## config.mk

```make
export PLATFORM = sky130hd
export DESIGN_NAME = fetch_sequencer
export DESIGN_NICKNAME = d
export VERILOG_FILES = /design/src/rtl/fetch_sequencer.sv
export SDC_FILE = /design/constraint.sdc
export NUM_CORES = 1
export LEC_CHECK = 0
export BUFFER_PORTS_ARGS = -buffer_cell sky130_fd_sc_hd__buf_2
export CELL_PAD_IN_SITES_DETAIL_PLACEMENT = 1
export CELL_PAD_IN_SITES_GLOBAL_PLACEMENT = 1
export CORE_ASPECT_RATIO = 0.7
export CORE_MARGIN = 2
export CORE_UTILIZATION = 38
export CTS_CLUSTER_SIZE = 24
export DETAILED_ROUTE_END_ITERATION = 16
export PLACE_DENSITY = 0.89
export SETUP_SLACK_MARGIN = 0.5
export SLEW_MARGIN = 0
export SYNTH_ARGS = -nofsm -noshare
export SYNTH_HDL_FRONTEND = slang
export SYNTH_SLANG_ARGS = --single-unit
```

## constraint.sdc

```tcl
create_clock -name clk -period 4.05 [get_ports clk]
set_input_delay 0.81 -clock clk [delete_from_list [all_inputs] [get_ports clk]]
set_output_delay 0.81 -clock clk [all_outputs]
set_load 0.005 [all_outputs]
```

## src/rtl/fetch_sequencer.sv

```systemverilog
// fetch_sequencer: stall-aware PC sequencer issuing one imem request per instruction and handing words to decode.
// Optional FETCH_TRACE_EN prints transfers and HALT/ERR entry in simulation; behaviour is unchanged.
module fetch_sequencer #(
  parameter int ADDR_W = 32,
  parameter int DATA_W = 32,
  parameter logic [ADDR_W-1:0] RESET_PC = '0,
  parameter int MAX_WAIT = 15
) (
  input  logic              clk,
  input  logic              reset,
  output logic              imem_req,
  output logic [ADDR_W-1:0] imem_addr,
  input  logic              imem_ack,
  input  logic [DATA_W-1:0] imem_rdata,
  output logic              instr_valid,
  output logic [DATA_W-1:0] instr,
  output logic [ADDR_W-1:0] instr_pc,
  input  logic              instr_ready,
  input  logic              br_taken,
  input  logic [ADDR_W-1:0] br_target,
  input  logic              halt,
  output logic              halted,
  output logic              fetch_err
);
  localparam int CW = $clog2(MAX_WAIT + 1);
  typedef enum logic [2:0] {IDLE, REQ, WAIT, HOLD, HALT, ERR} state_t;
  state_t state;
  logic [ADDR_W-1:0] pc;
  logic [CW-1:0] wait_cnt;
  logic halt_pend;
  logic stop;
  assign imem_addr = pc;
  // a halt seen while the fetch is outstanding is remembered until its transfer
  assign stop = halt | halt_pend;
  always_ff @(posedge clk) begin
    if (reset) begin
      state <= IDLE;
      pc <= RESET_PC;
      wait_cnt <= '0;
      halt_pend <= 1'b0;
      imem_req <= 1'b0;
      instr_valid <= 1'b0;
      halted <= 1'b0;
      fetch_err <= 1'b0;
      instr <= '0;
      instr_pc <= '0;
    end else begin
      unique case (state)
        IDLE: begin
          state <= halt ? HALT : REQ;
          imem_req <= !halt;
          halted <= halt;
        end
        REQ: begin
          imem_req <= 1'b0;
          wait_cnt <= '0;
          halt_pend <= 1'b0;
          state <= halt ? HALT : WAIT;
          halted <= halt;
        end
        WAIT: begin
          if (halt) halt_pend <= 1'b1;
          if (imem_ack) begin
            instr <= imem_rdata;
            instr_pc <= pc;
            instr_valid <= 1'b1;
            state <= HOLD;
          end else if (wait_cnt == CW'(MAX_WAIT - 1)) begin
            state <= ERR;
            fetch_err <= 1'b1;
          end else wait_cnt <= wait_cnt + 1'b1;
        end
        HOLD: begin
          if (instr_ready) begin
            instr_valid <= 1'b0;
            pc <= br_taken ? br_target : pc + 1'b1;
            state <= stop ? HALT : REQ;
            imem_req <= !stop;
            halted <= stop;
          end
        end
        default: ;
      endcase
    end
  end
`ifdef FETCH_TRACE_EN
  always @(posedge clk)
    if (!reset && state == HOLD && instr_ready)
      $strobe("%0t fetch pc=%h instr=%h br=%b next_pc=%h", $time, instr_pc, instr, br_taken, pc);
  always @(state) begin
    if (state == HALT) $display("%0t fetch_sequencer halted, pc=%h", $time, pc);
    if (state == ERR) $display("%0t fetch_sequencer fetch timeout, pc=%h", $time, pc);
  end
`endif
endmodule

```

---- After elaboration in Yosys (flattened, before gate mapping) ----
Cells that the tools add are included.
word-level totals
  word-level logic and storage cells ...... 62
  register bits ........................... 108
  output and inout bits ................... 100
cells by class
  mux-type cells .......................... 20
  reductions and logical operators ........ 18
  equal/unequal tests ..................... 10
  $add $sub $neg .......................... 2
  bitwise operators ....................... 2
operators with widths
  cell                                                  count
  adder 32 x 1 -> 32 bit (second input constant)        1
  two-way mux 32 bit                                    1
  two-way mux 3 bit                                     6
  case mux 3 bit (4 select lines)                       1
  AND reduction 3 bit                                   4
  != test 2 bit (second input constant)                 5
  AND reduction 2 bit                                   5
  two-way mux 4 bit                                     2
  case mux 4 bit (2 select lines)                       1
  equality test 3 x 2 -> 1 bit (second input constant)  2
  case mux 1 bit (2 select lines)                       3
  nonzero test 2 bit                                    3
  two-way mux 1 bit                                     5
  adder 4 x 1 -> 4 bit (second input constant)          1
  equality test 4 bit (second input constant)           1
  nonzero test 4 bit                                    1
  equality test 3 x 1 -> 1 bit (second input constant)  1
  logical NOT 3 bit                                     1
  != test 3 bit (second input constant)                 1
  case mux 1 bit (3 select lines)                       1
  nonzero test 3 bit                                    1
  logical NOT 1 bit                                     2
  OR reduction 2 bit                                    1
  NOT 1 bit                                             1
  OR 1 bit                                              1

---- Longest topological paths before layout ----
Gate-level depths: netlist of the first run.
  depth after elaboration ................. 4
  gate-level depth with buffers ........... 8

---- Worst setup path after synthesis of the first run ----
No wires, ideal clock.
  kind .................................... reg-to-reg
  from .................................... register pc[0], in the netlist imem_addr[0]
  to ...................................... register pc[28], in the netlist imem_addr[28]
  buffers on the path ..................... 0
  slack ................................... 1989 ps
  setup time .............................. 74 ps
  arrival time ............................ 1987 ps
  cell stages (with the launch flop) ...... 7
  path through ............................ dfxtp_1 -> ha_1 -> nand3_2 -> nor4_4 -> nand4_1 -> or4_1 -> a31oi_1
between the ends
  longest elaborated chain between the ends .. 2
ends and longest elaborated chain
  element                 line  RTL
  start, declared         28    logic [ADDR_W-1:0] pc;
  start signal, assigned  76    pc <= br_taken ? br_target : pc + 1'b1;
  adder 32 x 1 -> 32 bit  76
  two-way mux 32 bit      76
No other way between the ends.
A chain may end at the register's enable or synchronous reset.

---- Final worst setup path of the first run ----
  from .................................... register state[1]
  to ...................................... register instr_pc[29]
between the ends
  longest elaborated chain between the ends .. 2
ends and longest elaborated chain
  element                        line  RTL
  start, declared                27    state_t state;
  start signal, assigned         50    state <= halt ? HALT : REQ;
  start signal, assigned         58    state <= halt ? HALT : WAIT;
  start signal, assigned         77    state <= stop ? HALT : REQ;
  equality test 3 x 2 -> 1 bit   48    unique case (state)
  AND reduction 2 bit (no line)  n/a
  end signal, assigned           65    instr_pc <= pc;
  end, declared                  17    output logic [ADDR_W-1:0] instr_pc,
No other way between the ends.

==> results of run 1 <==
==> synth_stat cells, drive strengths merged, types with 4 or more instances <==
| master | count | area, sq um |
|---|---|---|
| nor3 | 16 | 85.1 |
| or4 | 4 | 30.0 |
| a21o | 6 | 45.0 |
| nor4 | 4 | 55.1 |
| and3 | 12 | 75.1 |
| nand3 | 19 | 138 |
| a211oi | 12 | 90.1 |
| buf | 10 | 43.8 |
| nand4 | 14 | 93.8 |
| nor2 | 38 | 143 |
| nor2b | 4 | 25.0 |
| a21oi | 98 | 490 |
| nand2 | 153 | 574 |
| dfxtp | 108 | 2160 |
| a31oi | 9 | 56.3 |
| o21ai | 25 | 125 |
| inv | 5 | 18.8 |
| clkbuf | 41 | 154 |
| mux2i | 7 | 70.1 |
==> worst max path at each step <==
stage                            start            end  slack (ps)
after CTS                     state[1]   instr_pc[29]        1480
after detailed placement      state[1]   instr_pc[29]        1530
final                         state[1]   instr_pc[29]        1500
after global placement     instr_ready  imem_addr[30]        1660
after floorplan           imem_addr[0]  imem_addr[28]        1990
after global routing          state[1]   instr_pc[29]        1200
==> layout by cell type, fill, tap and decap left out, types with 4 or more instances in the layout <==
| master | count |
|---|---|
| a211oi_1 | 12 |
| a21o_1 | 6 |
| a21oi_1 | 98 |
| a31oi_1 | 9 |
| and3_1 | 12 |
| buf_2 | 168 |
| buf_4 | 5 |
| clkbuf_16 | 9 |
| dfxtp_1 | 108 |
| inv_1 | 4 |
| mux2i_1 | 7 |
| nand2_1 | 152 |
| nand3_1 | 15 |
| nand4_1 | 13 |
| nor2_1 | 38 |
| nor2b_1 | 4 |
| nor3_1 | 14 |
| o21ai_0 | 25 |
| or4_1 | 4 |
==> stage by stage <==
stage,hold slack [ps],cells,area (sq um),worst slack (ps),utilization
after floorplan,453,635,4890,1990,-
after global placement,439,919,5780,1660,0.464
after detailed placement,445,919,5780,1530,0.464
after CTS,454,935,6090,1480,0.489
after global routing,481,935,6090,1200,0.489
final,452,937,6100,1500,0.489
==> area by class of cell <==
cell class / instances / share of cell area
tap: 162 / 0.0333
sequential: 108 / 0.355
timing repair buffer: 173 / 0.144
clock inverter: 5 / 0.00985
inverter: 5 / 0.00308
multi-input combinational: 471 / 0.413
clock buffer: 11 / 0.0415
antenna: 2 / 0.000821
==> layer usage <==
layer	vias up	routed length, microns
met1	2428	6790
met5	-	13
li1	2486	-
met2	149	7520
met3	16	1080
met4	2	156
==> power groups by stage <==
stage	Combinational, W	Sequential [W]	Clock (W)
final	0.000241	0.00114	0.000922
after global routing	0.000274	0.00114	0.000981
after CTS	0.000245	0.00114	0.000944
after detailed placement	0.000243	0.00116	0
after global placement	0.000231	0.00116	0
after floorplan	0.000155	0.00114	0
==> cell families after synthesis <==
kind of cell	count (synthesis)	share of synthesized area
AO/OA/AOI/OAI	177	0.211
XOR/XNOR	2	0.00359
adder cells (fa/ha/maj)	3	0.00768
buffers and inverters	56	0.0443
flip-flops	108	0.443
multiplexers	8	0.0166
AND/OR/NAND/NOR	281	0.275
==> flip-flops by register name (all words and copies together) (netlist names) <==
name,cells
instr,32
halted,1
halt_pend,1
imem_req,1
fetch_err,1
instr_valid,1
state,3
instr_pc,32
wait_cnt,4
imem_addr,32
==> worst min-delay path, stage by stage, from the launching register on <==
cell	delay, ps
dfxtp_1	310
nand2_1	50
a21oi_1	50
==> metrics.txt, run 1 <==
CTS tree=built; Slew Limit Headroom=0.177; share of layout cells above drive strength 1=0.265; worst slew pin tran=1230 ps; GR met1 Demand/Resource=0.288; Fill cells=1625; Placer Congestion=0.791; Clock Power Share=0.401; run status=complete, no violations; net load switching power=0.000597 W; largest net degree at the start of global routing=71; crit path capture type=flip-flop; post-synthesis sequential area ratio=0.443; Sink Count=108; H-tree level count=3; hold crit path type=flip-flop to flip-flop; flops & latches, synth=108; critical path peak fanout=64; cell row count=34; initial DRC count=244; Pwr Density=377 mW/mm^2; Reg clk slew, reported paths=70 ps; internal power=0.00170 W; worst path cell trace=inv_1, nor3_1, and2_2, nand2_1, a21oi_1; vias per std cell=5.42; Global Route met2 Usage=0.382; die area=0.0138 sq mm; Sequential Area=0.00216 sq mm; R2R Setup Slk=1500 ps; Post-synth EDFFs=0; Vias=5081; Synth Cell Area=0.00489 sq mm; setup TNS=0 ps; syn avg cell area=7.69 sq um; Area growth syn-to-layout=24.8%; Setup violations, final=0; Req. time, crit path=4320 ps; Hold Crit Depth=2; vias in the first global route=5210; Post-Syn Instances=635; Ports=170; GRT Total Usage=0.225; MaxCap Viol Count=0; M3 GR Usage=0.0666; peak supply drop=0.000243 V; first-pass GRT wire length=25.9 mm; Antenna Nets Post-Route=0; antenna violations before repair=3; period utilisation layout=0.629; die width=140 microns; CTS root buf=clkbuf_16; Post-Syn Nets=708; Primary FF master, synth=dfxtp_1; area of the multi-input gates=0.00252 sq mm; CP delay by family, top=simple AND/OR/NAND/NOR gates; DRC=0; hold_sp=instr_pc[2]; drt first pass iters=5; Layout Skew=10.2 ps; Slew Viols, Final=0; Critical R2R Capture=instr_pc[29]; Gate power share=0.105; CP max-delay cell=and2_2; cts hold-fix bufs=0; crit path kind=flip-flop to flip-flop; RR Startpoint=state[1]; CTS Buf Count=9; drt total wl=15.6 mm; CP Launch Type=flip-flop; Hold EP=instr_pc[2]; clock period minus worst slack=2550 ps; WP data arrival=2810 ps; Pwr Total=0.00230 W; Yosys cell types=54; cell depth of the worst flop-to-flop path=5; Max Fclk=0.393 GHz; sequential power share=0.494; Post-DP HPWL=10.7 mm; P_leak=2.54 nW; Buf/Inv on CP=1; effective utilization at floorplan=0.392; Setup Buffers After CTS=0; Crit path largest cell delay=1020 ps; GR Overflow Total=0; Top Usage Layer GRT=met2; area of the core=0.0125 sq mm; Die Height=98.9 microns; clk_lat worst skew=350 ps; CTS max path bufs=2; wire per inst=16.6 microns; RSZ-0062 raised after global routing=false; Syn. warnings=0; post-cts sizing count=0; Final #Nets=841; WP depth=5; switching part of the total=0.259; Final Hold Violating Endpoints=0; async set-reset flop share out of synthesis=0; input/output buffers=169
No activity file was read; power rests on OpenSTA's default activity.
==> run 2, diff against run 1 <==
- CORE_UTILIZATION: 38 -> 32
- PLACE_DENSITY: 0.89 -> 0.8
- clock period: 4.05 -> 2.3 ns (I/O delays scaled with it)
==> run 2 against run 1 <==
  * Power rose by 79%
  * Combinational power rose by 97%
  * Global-route usage fell by 3.0 points
  * Sequential share of layout area fell by 1.8 points
  * Register-to-register slack got worse by 1000 ps
  * Flip-flop and latch count did not move
  * Critical path depth did not move
  * Design area rose by 7.9%
  * Clock skew fell by 2.1 ps
  * Hold slack got worse by 110 ps
  * Maximum frequency rose by 39%
  * Clock power rose by 79%
  * Critical path type unchanged
  * Critical endpoint is now imem_addr[18]
  * Largest cell class unchanged
  * Highest routed layer is now met4
==> metrics.txt, run 2 (synthesized netlist as in run 1, its figures left out) <==
MaxCap Viol Count=0 (unchanged); Slew Viols, Final=0 (unchanged); first-pass GRT wire length=25.4 mm (was 25.9 mm); die area=0.0163 sq mm (was 0.0138 sq mm); Clock Power Share=0.401 (about the same); placed cell area=0.00603 sq mm (was 0.00578 sq mm); area of the core=0.0148 sq mm (was 0.0125 sq mm); Post-Place Cells=969 (was 919); CP Launch Type=flip-flop (unchanged); CTS tree=built (unchanged); Reg clk slew, reported paths=80 ps (was 70 ps); GR Overflow Total=0 (unchanged); hold crit path type=input pin to flip-flop (was flip-flop to flip-flop); H-tree level count=3 (unchanged); largest net degree at the start of global routing=85 (was 71); vias in the first global route=4915 (was 5210); clock period minus worst slack=1830 ps (was 2550 ps); Slew Limit Headroom=0.632 (was 0.177); CTS max path bufs=2 (unchanged); share of layout cells above drive strength 1=0.328 (was 0.265); run status=complete, no violations (unchanged); Final #Nets=873 (was 841); Sequential Area=0.00221 sq mm (was 0.00216 sq mm); sequential power share=0.484 (was 0.494); final instance area=0.00658 sq mm (was 0.00610 sq mm); peak supply drop=0.000382 V (was 0.000243 V); WP data arrival=2090 ps (was 2810 ps); area of the multi-input gates=0.00258 sq mm (was 0.00252 sq mm); vias per std cell=5.19 (was 5.42); crit path capture type=flip-flop (unchanged); net load switching power=0.00113 W (was 0.000597 W); internal power=0.00299 W (was 0.00170 W); CTS root buf=clkbuf_16 (unchanged); antenna violations before repair=0 (was 3); final instance count without filler cells=1000 (was 937); critical path peak fanout=7 (was 64); wire per inst=16.4 microns (was 16.6 microns); Fill cells=1847 (was 1625); Setup violations, final=0 (unchanged); Post-DP HPWL=11.1 mm (was 10.7 mm); crit path kind=flip-flop to flip-flop (unchanged); input/output buffers=169 (unchanged); effective utilization at floorplan=0.330 (was 0.392); Ports=170 (unchanged); drt first pass iters=4 (was 5); Final Hold Violating Endpoints=0 (unchanged); Antenna Nets Post-Route=0 (unchanged); most common cell after layout, fill and taps aside=buf_2 (unchanged); period utilisation layout=0.794 (was 0.629); DRC=0 (unchanged); die width=152 microns (was 140 microns); CTS Buf Count=9 (unchanged); initial DRC count=279 (was 244); Placer Congestion=0.793 (was 0.791); Max Fclk=0.548 GHz (was 0.393 GHz); Final Util=0.444 (was 0.489); Req. time, crit path=2560 ps (was 4320 ps); switching part of the total=0.274 (was 0.259); Layout Skew=8.13 ps (was 10.2 ps); GRT Total Usage=0.195 (was 0.225); Sink Count=108 (unchanged); drt total wl=16.4 mm (was 15.6 mm); Gate power share=0.115 (was 0.105); clk_lat worst skew=350 ps (about the same); commonest cells after routing, fill and taps aside=buf_2, nand2_1, a21oi_1, dfxtp_1, nor2_1 (was buf_2, nand2_1, dfxtp_1, a21oi_1, nor2_1); Area growth syn-to-layout=34.6% (was 24.8%); Vias=5190 (was 5081); Pwr Density=627 mW/mm^2 (was 377 mW/mm^2); P_leak=2.76 nW (was 2.54 nW); setup TNS=0 ps (unchanged); cell row count=37 (was 34); Inserted Diodes=0 (was 2); Die Height=107 microns (was 98.9 microns); worst slew pin tran=553 ps (was 1230 ps); RSZ-0062 raised after global routing=true (was false)
run 2: area by class of cell:
cell class | count | share of cell area
multi-input combinational | 471 | 0.393
tap | 195 | 0.0371
timing repair buffer | 205 | 0.183
sequential | 108 | 0.337
clock buffer | 9 | 0.0342
clock inverter | 7 | 0.0133
inverter | 5 | 0.00285
run 2: timing repair:
action / in CTS / in global routing
hold buffers: 0 / 0
pin swaps: 6 / 6
setup buffers: 4 / 10
hold endpoints to repair: 0 / 0
resized for setup: 16 / 18
cloned: 0 / 1
endpoints found under the setup margin: 38 / 20
run 2: worst max-delay path, cell delays in order (launching register included):
cell	delay (ps)
dfxtp_4	410
nand4_4	160
or4_4	620
nor4_2	260
o21ai_0	120
a21oi_1	180
run 2: metrics by stage:
stage / setup slack, ps / hold slack [ps] / power [W]
2_1_floorplan: 447 / 453 / 0.00229
3_3_place_gp: 386 / 438 / 0.00250
3_5_place_dp: 323 / 445 / 0.00251
4_1_cts: 466 / 330 / 0.00416
5_1_grt: 394 / 337 / 0.00431
6_report: 474 / 339 / 0.00413
run 2: worst paths after layout:
kind	startpoint	end	slack, ps	cells past startpoint
hold reg to reg	instr_pc[28]	instr_pc[28]	450	2
hold / removal	imem_rdata[17]	instr[17]	340	3
setup / recovery	imem_addr[11]	imem_addr[18]	470	5
setup reg to reg	imem_addr[11]	imem_addr[18]	470	5
run 2: layer usage:
layer	part of all wire	track usage
met5	0	0
met4	0.0034	0.0278
met3	0.065	0.0445
met2	0.46	0.311
met1	0.47	0.276
run 2: power by group through the flow:
stage | Sequential [W] | Clock [W] | Combinational [W]
after floorplan | 0.00202 | 0 | 0.000273
final | 0.00200 | 0.00165 | 0.000475
after CTS | 0.00200 | 0.00170 | 0.000467
after detailed placement | 0.00204 | 0 | 0.000464
after global routing | 0.00201 | 0.00177 | 0.000533
after global placement | 0.00204 | 0 | 0.000457
